## src/rtl/mem_arbiter.sv

```systemverilog
// Two-requester round-robin arbiter and sequencer for the shared external data memory port.
// Latches the granted request, issues it for one cycle, then waits for ready with a timeout.
module mem_arbiter #(
  parameter int TIMEOUT = 16
) (
  input  logic        clk_i,
  input  logic        rst_ni,

  input  logic        m0_req_i,
  input  logic        m0_we_i,
  input  logic [3:0]  m0_be_i,
  input  logic [31:0] m0_addr_i,
  input  logic [31:0] m0_wdata_i,
  output logic        m0_gnt_o,
  output logic        m0_done_o,
  output logic        m0_err_o,
  output logic [31:0] m0_rdata_o,

  input  logic        m1_req_i,
  input  logic        m1_we_i,
  input  logic [3:0]  m1_be_i,
  input  logic [31:0] m1_addr_i,
  input  logic [31:0] m1_wdata_i,
  output logic        m1_gnt_o,
  output logic        m1_done_o,
  output logic        m1_err_o,
  output logic [31:0] m1_rdata_o,

  output logic        mem_req_o,
  output logic        mem_we_o,
  output logic [3:0]  mem_be_o,
  output logic [31:0] mem_addr_o,
  output logic [31:0] mem_wdata_o,
  input  logic [31:0] mem_rdata_i,
  input  logic        mem_ready_i
);

  localparam int CNT_W = $clog2(TIMEOUT + 1);

  typedef enum logic [1:0] {
    IDLE,
    ISSUE,
    RESP
  } state_t;

  state_t      state_q, state_d;
  logic        last_owner_q, last_owner_d;
  logic        owner_q, owner_d;
  logic        we_q, we_d;
  logic [3:0]  be_q, be_d;
  logic [31:0] addr_q, addr_d;
  logic [31:0] wdata_q, wdata_d;
  logic [CNT_W-1:0] cnt_q, cnt_d;

  logic        sel_m1;
  logic        gnt;
  logic        done;
  logic        err;
  logic [31:0] rdata;

  // On a tie the requester that did not own the port last time wins.
  assign sel_m1 = m1_req_i & (~m0_req_i | ~last_owner_q);

  // NOTE: every signal assigned in always_comb gets a default first, so no path
  // can leave one unassigned and infer a latch.
  always_comb begin
    state_d      = state_q;
    last_owner_d = last_owner_q;
    owner_d      = owner_q;
    we_d         = we_q;
    be_d         = be_q;
    addr_d       = addr_q;
    wdata_d      = wdata_q;
    cnt_d        = cnt_q;
    gnt          = 1'b0;
    done         = 1'b0;
    err          = 1'b0;
    rdata        = '0;
    mem_req_o    = 1'b0;

    unique case (state_q)
      IDLE: begin
        if (m0_req_i || m1_req_i) begin
          gnt          = 1'b1;
          owner_d      = sel_m1;
          last_owner_d = sel_m1;
          we_d         = sel_m1 ? m1_we_i    : m0_we_i;
          be_d         = sel_m1 ? m1_be_i    : m0_be_i;
          addr_d       = sel_m1 ? m1_addr_i  : m0_addr_i;
          wdata_d      = sel_m1 ? m1_wdata_i : m0_wdata_i;
          state_d      = ISSUE;
        end
      end
      ISSUE: begin
        mem_req_o = 1'b1;
        cnt_d     = '0;
        state_d   = RESP;
      end
      RESP: begin
        if (mem_ready_i) begin
          done    = 1'b1;
          rdata   = mem_rdata_i;
          state_d = IDLE;
        end else if (cnt_q == CNT_W'(TIMEOUT - 1)) begin
          done    = 1'b1;
          err     = 1'b1;
          state_d = IDLE;
        end else begin
          cnt_d = cnt_q + CNT_W'(1);
        end
      end
      default: state_d = IDLE;
    endcase
  end

  // NOTE: state registers use non-blocking assignments so every flop samples
  // the pre-edge values regardless of statement order.
  always_ff @(posedge clk_i or negedge rst_ni) begin
    if (!rst_ni) begin
      state_q      <= IDLE;
      last_owner_q <= 1'b1;
      owner_q      <= 1'b0;
      we_q         <= 1'b0;
      be_q         <= '0;
      addr_q       <= '0;
      wdata_q      <= '0;
      cnt_q        <= '0;
    end else begin
      state_q      <= state_d;
      last_owner_q <= last_owner_d;
      owner_q      <= owner_d;
      we_q         <= we_d;
      be_q         <= be_d;
      addr_q       <= addr_d;
      wdata_q      <= wdata_d;
      cnt_q        <= cnt_d;
    end
  end

  // Grant is combinational from req, so it must be masked while reset is held.
  assign m0_gnt_o    = rst_ni & gnt & ~sel_m1;
  assign m1_gnt_o    = rst_ni & gnt &  sel_m1;

  assign m0_done_o   = done & ~owner_q;
  assign m1_done_o   = done &  owner_q;
  assign m0_err_o    = err  & ~owner_q;
  assign m1_err_o    = err  &  owner_q;
  assign m0_rdata_o  = owner_q ? '0 : rdata;
  assign m1_rdata_o  = owner_q ? rdata : '0;

  assign mem_we_o    = we_q;
  assign mem_be_o    = be_q;
  assign mem_addr_o  = addr_q;
  assign mem_wdata_o = wdata_q;

endmodule

```

## config.mk

```make
export PLATFORM = sky130hd
export DESIGN_NAME = mem_arbiter
export DESIGN_NICKNAME = d
export VERILOG_FILES = /design/src/rtl/mem_arbiter.sv
export SDC_FILE = /design/constraint.sdc
export NUM_CORES = 1
export LEC_CHECK = 0
export CAP_MARGIN = 20
export CORE_AREA = 2 2 122 124
export CTS_BUF_LIST = sky130_fd_sc_hd__clkbuf_8
export DETAILED_ROUTE_END_ITERATION = 8
export DIE_AREA = 0 0 124 126
export GPL_ROUTABILITY_DRIVEN = 1
export GPL_TIMING_DRIVEN = 1
export PLACE_DENSITY = 0.72
export SYNTH_ARGS = -nofsm -noshare
export SYNTH_HDL_FRONTEND = slang
export SYNTH_SLANG_ARGS = --single-unit
```

## constraint.sdc

```tcl
create_clock -name clk_i -period 1.9 [get_ports clk_i]
set_input_delay 0.19 -clock clk_i [delete_from_list [all_inputs] [get_ports clk_i]]
set_output_delay 0.19 -clock clk_i [all_outputs]
set_load 0.03 [all_outputs]
```

# Yosys cells after proc, flatten, opt, wreduce, memory -nomap -nowiden
# Cells that the tools add are included.
# classes
div_mod_pow,0
bitwise,13
n_reduce_logical,6
n_eq_ne,7
n_addsub,1
magnitude_cmp,0
n_shift,0
mux,23
multipliers,0
# ops
cell,n
$mux 32,6
$mux 5,2
$pmux 5 s2,1
$mux 1,9
$and 1x1->1,8
$mux 2,3
$ne 2x2->1 const B,3
$pmux 2 s3,1
$add 5x1->5 const B,1
$eq 5x4->1 const B,1
$mux 4,1
$not 1->1,4
$reduce_and 2->1,2
$ne 3x3->1 const B,1
$reduce_and 3->1,1
$eq 2x1->1 const B,1
$eq 2x2->1 const B,1
$logic_not 2->1,1
$reduce_bool 2->1,1
$logic_or 1x1->1,1
$or 1x1->1,1
# word_totals
latchBits,0
mem_count,0
rom_bits,0
ff_bits,78
ram_bits,0
word_cells,58

# Depth between registers and ports, before layout
# Gate-level depths: netlist (run 1).
# depth
ltp_word,5
ltp_mapped,6
depth_no_buf,6

# Worst setup path before layout (run 1)
# OpenSTA, ideal clock, no wires.
# synth_path
kind,reg2out
startpoint,reg cnt_q[0]
endpoint,out m0_done_o
required_ns,1.710
setup_slack_ns,0.063
arrival_ns,1.647
path_buffers,0
stages_incl_launch_ff,6
path_cell_list,dfrtp_1 > ha_1 > and3_1 > ha_1 > nor2_1 > nor3_1
# synth_between
elab_chain_len,5
# synth_rtl
item,line,rtl
start: declaration,53,"logic [CNT_W-1:0] cnt_q, cnt_d;"
start signal: assignment,136,cnt_q <= cnt_d;
$eq 5x4->1,104,end else if (cnt_q == CNT_W'(TIMEOUT - 1)) begin
$mux 1,104,
$mux 1,100,if (mem_ready_i) begin
$mux 1,81,unique case (state_q)
$and 1x1->1,144,assign m0_done_o = done & ~owner_q;
end: declaration,15,"output logic m0_done_o,"
# No other way between the ends.

# Final worst setup path (run 1)
# layout_path
startpoint,reg cnt_q[0]
endpoint,out m1_done_o
# layout_between
elab_chain_len,5
# layout_rtl
item,line,rtl
$eq 5x4->1,104,
$mux 1,104,
$mux 1,100,
$mux 1,81,
$and 1x1->1,145,assign m1_done_o = done & owner_q;
end: declaration,25,"output logic m1_done_o,"
# No other way between the ends.

==> impl_metrics.py, run 1 <==
metrics = {
    "yosys": {
        "ys.flop_type": "dfrtp_1",
        "netlist_top_cells_count": "dfrtp_1, mux2_2, and2_1",
        "synth_cell_type_count": 40,
        "synth_area_leaders": "dfrtp_1, mux2_4, mux2_2, and2_1, buf_6",
        "yosysMostFrequentCell": "dfrtp_1",
        "ys_ff_latch": 78,
        "synth_nets": 530,
        "yosys_warnings": 0,
        "syn_area_sq_um": 4630,
        "syn-instance-count": 353,
        "ys_async_sr_fraction_pct": 100,
        "yosys.area.top_type": "dfrtp_1",
        "yosysSeqAreaShare_pct": 42.2,
        "syn_avg_cell_area_sq_um": 13.1,
        "synth.top_cell.area_share_pct": 41.6,
        "synth_edf_count": 0,
    },
    "worst_setup_path": {
        "timing.rr.end": "cnt_q[3]$_DFFE_PN0P_",
        "start_kind": "register",
        "r2r_slack_ns": 0.03,
        "crit_required_ns": 1.71,
        "path_cells": "ha_2, and3_4, ha_4, buf_6, nor2_4, nor2_1, buf_4",
        "rr_startpoint": "cnt_q[0]$_DFFE_PN0P_",
        "crit_fanout": 3,
        "slowest_delay_ns": 0.39,
        "rr_worst_depth": 8,
        "crit_arrival_ns": 1.74,
        "worst-setup-path-type": "reg -> out",
        "setup.worst_path.end_class": "primary output",
        "slowest_stage": "dfrtp_1",
    },
    "status": {
        "violations": "negative setup slack",
        "status": "finished with violations",
    },
    "clock_tree": {
        "cts_max_path_buffers": 2,
        "clkSinkCount": 78,
        "htreeDepth": 3,
        "clkTransAtPathRegs_ns": 0.08,
        "cts-root-buf": "clkbuf_8",
        "clkLatencyLatePin_ns": 0.36,
        "cts_tree": "yes",
        "cts_made_buffers": 9,
    },
    "finish": {
        "nNetsFinal": 874,
        "final_util_pct": 60.5,
        "num-fill-cells": 1156,
        "final_layout_size_suffix_gt1_share_pct": 44.0,
        "area_growth_pct": 87.1,
    },
    "drt": {
        "vias": 4180,
        "drt-initial-drc-count": 52,
        "first_pass_iters": 4,
        "wire_per_inst_um": 18.3,
        "vias_per_cell": 4.70,
        "drt_wl_total_um": 16300,
        "drc": 0,
        "postRouteAntennaNets": 0,
    },
    "sta": {
        "drv_slew": 0,
        "fin_crit_ns": 1.93,
        "fmax_mhz": 517,
        "hold_viol": 0,
        "fin_worst_skew_ns": 0.00735,
        "finalSetupViolCount": 20,
        "fin_crit_sh_pct": 102,
        "rsz0062_at_grt": "yes",
        "fin_ws_ns": -0.0336,
        "slew_headroom_pct": 70.6,
        "worst_pin_slew_ns": 0.442,
    },
    "floorplanning": {
        "die-area_sq_um": 15600,
        "die_w_um": 124,
        "rows": 44,
        "io_pins": 315,
        "dieHeight_um": 126,
        "core-area_sq_um": 14300,
        "initial_core_util_pct": 32.3,
    },
    "placed_design": {
        "dpl.hpwl_um": 12400,
        "io_buffers": 314,
        "globalplace.congestion": 0.819,
        "pre_cts_slack_ns": -0.110,
    },
    "power": {
        "vdd_ir_drop_max_uv": 840,
        "total_power_mw": 11.3,
        "power_density_nw_per_um2": 1300,
        "p_leak_nw": 3.78,
    },
    "grt": {
        "overflow": 0,
        "grt_max_degree": 75,
        "track_usage_pct": 19.8,
        "grt_pass1_vias": 4386,
        "grt_pass1_wl_um": 23300,
        "antenna_found_initial": 5,
    },
    "min_path": {
        "hp-class": "in -> async",
    },
    "flow_run": {
        "cap_viol_max_count": 0,
    },
}
cells by family (layout without fill, tap and decap cells):
group | count (synthesis) | count (layout) | synth area share [%]
flip-flops | 78 | 78 | 42.2
buffers and inverters | 26 | 375 | 4.08
multiplexers | 138 | 138 | 38.5
other | 0 | 4 | 0
AND/OR/NAND/NOR | 92 | 92 | 12.1
AO/OA/AOI/OAI | 17 | 17 | 2.65
adder cells (fa/ha/maj) | 2 | 2 | 0.541
stage by stage:
step,setup TNS [ns],area [sq um],cells,hold slack [ns]
after floorplan,0,4630,353,-0.106
after global placement,-3.22,8030,857,0.0190
after detailed placement,-4.98,8030,857,0.0213
after CTS,-0.149,8300,877,0.214
after global routing,-2.66,8650,886,0.222
final,-0.137,8660,890,0.213
layout make-up:
| type | count | area [sq um] | area share [%] |
|---|---|---|---|
| timing repair buffer | 356 | 3600 | 41.6 |
| multi-input combinational | 249 | 2680 | 30.9 |
| sequential | 78 | 1950 | 22.6 |
| tap | 184 | 230 | 2.66 |
| clock buffer | 10 | 138 | 1.59 |
| clock inverter | 6 | 37.5 | 0.434 |
| inverter | 3 | 11.3 | 0.130 |
| antenna | 4 | 10.0 | 0.116 |
flip-flops by register name, summed over array words and instances (netlist names):
register / count
mem_addr_o: 32
state_q: 2
cnt_q: 5
mem_be_o: 4
mem_we_o: 1
owner_q: 1
last_owner_q: 1
mem_wdata_o: 32
layer usage:
metal  up-vias  GRT usage (%)  share of wire, %
met5         -              0             0.080
met1      2012           20.8                35
li1       1928              -                 -
met4         2           7.67               2.3
met3        28           7.61                11
met2       210           35.2                52
power by group:
group          switching (mW)  total, mW  internal (mW)  leakage [nW]
Clock                   0.642       1.14          0.502        0.0841
Sequential              0.471       2.97           2.50         0.920
Combinational            3.53       7.18           3.64          2.77
Total                    4.64       11.3           6.65          3.78
how the worst max path moves through the flow:
stage	start	endpoint	slack (ns)	cells after the start
2_1_floorplan	cnt_q[0]$_DFFE_PN0P_	m0_done_o	0.06	5
3_3_place_gp	cnt_q[0]$_DFFE_PN0P_	m0_done_o	-0.07	6
3_5_place_dp	m1_req_i	mem_be_o[1]$_DFFE_PN0P_	-0.11	6
4_1_cts	cnt_q[1]$_DFFE_PN0P_	m0_err_o	-0.06	7
5_1_grt	state_q[0]$_DFFE_PN0P_	m0_rdata_o[12]	-0.09	6
6_report	cnt_q[0]$_DFFE_PN0P_	m1_done_o	-0.03	7
worst max-delay path, delay by kind of cell, from the launching register on:
kind,cells,cell delay [ns]
flip-flops,1,0.39
adder cells (fa/ha/maj),2,0.35
buffers and inverters,2,0.27
AND/OR/NAND/NOR,3,0.36
what timing repair did:
action                                  in CTS  in global routing
gates cloned                                 0                  3
resized for setup                           30                 70
setup buffers                                3                  6
endpoints found under the setup margin      38                 72
pin swaps                                    4                 26
endpoints found under the hold margin       77                  0
hold buffers                                 1                  0
cell usage in the layout, fill, tap and decap left out, types with 2 or more instances in the layout:
cell / synthesis / final
clkbuf_8: 0 / 10
a21oi_1: 2 / 2
and2_1: 65 / 36
a22o_1: 4 / 4
mux2_4: 60 / 60
and2_4: 0 / 29
o21ai_0: 2 / 2
nand2_1: 6 / 6
clkinv_2: 0 / 3
buf_12: 0 / 12
buf_6: 8 / 36
inv_1: 2 / 2
nand2b_4: 0 / 2
diode_2: 0 / 4
mux2_1: 7 / 7
mux2_2: 71 / 71
clkbuf_16: 0 / 2
clkinvlp_4: 0 / 3
clkdlybuf4s50_1: 0 / 242
and3_4: 0 / 2
buf_4: 4 / 62
nor2_4: 0 / 2
dfrtp_1: 77 / 76
Note: power is estimated with default switching activity, not from simulation.
==> run 2: changes to the inputs <==
--- a/config.mk
+++ b/config.mk
@@ -11,7 +11,6 @@
 export DETAILED_ROUTE_END_ITERATION = 8
 export DIE_AREA = 0 0 124 126
 export GPL_ROUTABILITY_DRIVEN = 1
-export GPL_TIMING_DRIVEN = 1
 export PLACE_DENSITY = 0.72
 export SYNTH_ARGS = -nofsm -noshare
 export SYNTH_HDL_FRONTEND = slang
==> results of run 2 <==
No change in the layout: final DEF, timing and power equal those of run 1.
==> run 3: changes to the inputs <==
==> constraint.sdc (replaced) <==
create_clock -name clk_i -period 2.1 [get_ports clk_i]
set_input_delay 0.21 -clock clk_i [delete_from_list [all_inputs] [get_ports clk_i]]
set_output_delay 0.21 -clock clk_i [all_outputs]
set_load 0.03 [all_outputs]
==> run 3 against run 2 <==
Compared with the run above: the run now ends clean; critical path depth is 4 lower; setup slack improved by 0.12 ns; worst hold slack improved by 0.030 ns; total power fell by 10%; first-iteration DRC count increased by 12%; global-route usage decreased by 0.083 points; count of clock-buffer cells in the layout increased by 2; sequential share of layout area is 1.1 points higher; clock skew grew 0.0061 ns; die area stayed put; sequential power decreased by 9.4%; largest cell class unchanged; largest power group unchanged.
==> impl_metrics.py, run 3 (synthesized netlist as in run 1, its figures left out) <==
metrics = {
    "drt": {
        "drt_wl_total_um": 15700,
        "wire_per_inst_um": 18.1,
        "drc": 0,
        "vias": 4060,
        "first_pass_iters": 4,
        "drt-initial-drc-count": 58,
        "postRouteAntennaNets": 0,
        "vias_per_cell": 4.68,
    },
    "grt": {
        "grt_pass1_wl_um": 23400,
        "track_usage_pct": 19.7,
        "antenna_found_initial": 5,
        "overflow": 0,
        "grt_max_degree": 40,
        "grt_pass1_vias": 4406,
    },
    "power": {
        "p_sw_share_pct": 40.5,
        "total_power_mw": 10.1,
        "combPwrFrac_pct": 61.7,
        "p_int_mw": 6.01,
        "p_leak_nw": 3.62,
        "vdd_ir_drop_max_uv": 718,
        "pwr-share-seq_pct": 26.6,
        "power_density_nw_per_um2": 1220,
        "pwr-share-clk_pct": 11.7,
        "p_switching_mw": 4.10,
    },
    "floorplanning": {
        "die-area_sq_um": 15600,
        "io_pins": 315,
        "dieHeight_um": 126,
        "core-area_sq_um": 14300,
        "die_w_um": 124,
        "initial_core_util_pct": 32.3,
        "rows": 44,
    },
    "worst_setup_path": {
        "r2r_slack_ns": 0.29,
        "slowest_delay_ns": 0.70,
        "rr_startpoint": "cnt_q[0]$_DFFE_PN0P_",
        "worst-setup-path-type": "reg -> out",
        "crit_arrival_ns": 1.80,
        "crit_required_ns": 1.89,
        "path_cells": "buf_4, nor2b_1, clkdlybuf4s50_1",
        "cp.depth": 3,
        "timing.critical_path.to": "mem_req_o",
        "cp_num_buf_inv": 2,
        "path_delay_family": "buffers and inverters",
        "start_kind": "register",
        "crit_fanout": 6,
        "slowest_stage": "clkdlybuf4s50_1",
        "timing.rr.end": "cnt_q[3]$_DFFE_PN0P_",
        "critical_path.startpoint": "state_q[1]$_DFFE_PN0P_",
        "setup.worst_path.end_class": "primary output",
        "rr_worst_depth": 6,
    },
    "finish": {
        "num-fill-cells": 1214,
        "area_growth_pct": 78.7,
        "final_util_pct": 57.8,
        "most-common-layout-cells": "clkdlybuf4s50_1, dfrtp_1, mux2_2",
        "final_layout_size_suffix_gt1_share_pct": 38.8,
        "final_cells": 867,
        "layout_commonest_cell": "clkdlybuf4s50_1",
        "nNetsFinal": 854,
    },
    "sta": {
        "worst_pin_slew_ns": 0.488,
        "fin_crit_ns": 2.01,
        "fin_worst_skew_ns": 0.0135,
        "hold_viol": 0,
        "setup-tns-final_ns": 0,
        "fin_crit_sh_pct": 95.8,
        "slew_headroom_pct": 67.5,
        "finalSetupViolCount": 0,
        "drv_slew": 0,
        "fmax_mhz": 497,
    },
    "placed_design": {
        "dpl.hpwl_um": 12500,
        "place_inst": 841,
        "globalplace.congestion": 0.816,
        "io_buffers": 314,
    },
    "clock_tree": {
        "htreeDepth": 3,
        "cts_max_path_buffers": 2,
        "clkLatencyLatePin_ns": 0.34,
        "cts-root-buf": "clkbuf_8",
        "clkTransAtPathRegs_ns": 0.08,
        "cts_made_buffers": 9,
        "clkSinkCount": 78,
        "cts_tree": "yes",
    },
    "min_path": {
        "hp-class": "in -> async",
    },
    "flow_run": {
        "cap_viol_max_count": 0,
    },
    "status": {
        "status": "complete, no violations",
    },
}
-- run 3: cell count changes in the layout (fill, tap and decap cells not counted), moves of 3 or more --
| cell | previous run | this run |
|---|---|---|
| buf_4 | 62 | 59 |
| buf_12 | 12 | 7 |
| and2_1 | 36 | 51 |
| and2_4 | 29 | 14 |
| buf_6 | 36 | 22 |
-- run 3: per-stage QoR --
stage                     area (sq um)  hold WS, ns  worst slack [ns]
after floorplan                   4630      -0.0856             0.243
after global placement            7850       0.0735            0.0560
after detailed placement          7850       0.0708           0.00233
after CTS                         8140        0.232          -0.00503
after global routing              8260        0.245           -0.0193
final                             8270        0.243            0.0877
-- run 3: what timing repair did --
| item | CTS | global route |
|---|---|---|
| hold endpoints to repair | 8 | 0 |
| buffers inserted | 3 | 2 |
| resized for setup | 20 | 42 |
| hold buffers | 1 | 0 |
| setup endpoints to repair | 40 | 68 |
| gates cloned | 3 | 0 |
| pin swaps | 1 | 1 |
-- run 3: power groups by stage --
stage | registers (mW) | clock network, mW | logic, mW
5_1_grt | 2.80 | 1.29 | 6.56
4_1_cts | 2.70 | 1.23 | 6.20
3_5_place_dp | 2.74 | 0 | 6.06
2_1_floorplan | 4.03 | 0 | 2.25
3_3_place_gp | 2.70 | 0 | 5.98
6_report | 2.69 | 1.18 | 6.24
-- run 3: cell type report --
cell class	instances	area, sq um	share of cell area [%]
Multi-Input combinational cell	249	2550	30.9
Clock buffer	12	165	2.00
Antenna cell	2	5.00	0.0605
Clock inverter	3	42.5	0.515
Timing Repair Buffer	336	3300	40.0
Inverter	3	11.3	0.136
Tap cell	184	230	2.78
Sequential cell	78	1960	23.7
-- run 3: how the worst min path moves through the flow --
stage	start	end	slack [ns]	depth (start not counted)
global placement	rst_ni	mem_wdata_o[14]$_DFFE_PN0P_	0.07	1
detailed placement	rst_ni	mem_wdata_o[14]$_DFFE_PN0P_	0.07	1
global route	rst_ni	mem_wdata_o[14]$_DFFE_PN0P_	0.25	2
floorplan	rst_ni	cnt_q[0]$_DFFE_PN0P_	-0.09	0
CTS	rst_ni	mem_wdata_o[14]$_DFFE_PN0P_	0.23	2
finish	rst_ni	mem_wdata_o[14]$_DFFE_PN0P_	0.24	2
-- run 3: layer usage --
metal | global-route usage (%) | routed length [um] | vias up
met4 | 4.23 | 192 | 6
met3 | 8.29 | 1760 | 18
li1 | - | - | 1892
met5 | 0 | 39 | -
met2 | 37.0 | 8340 | 201
met1 | 20.1 | 5390 | 1943
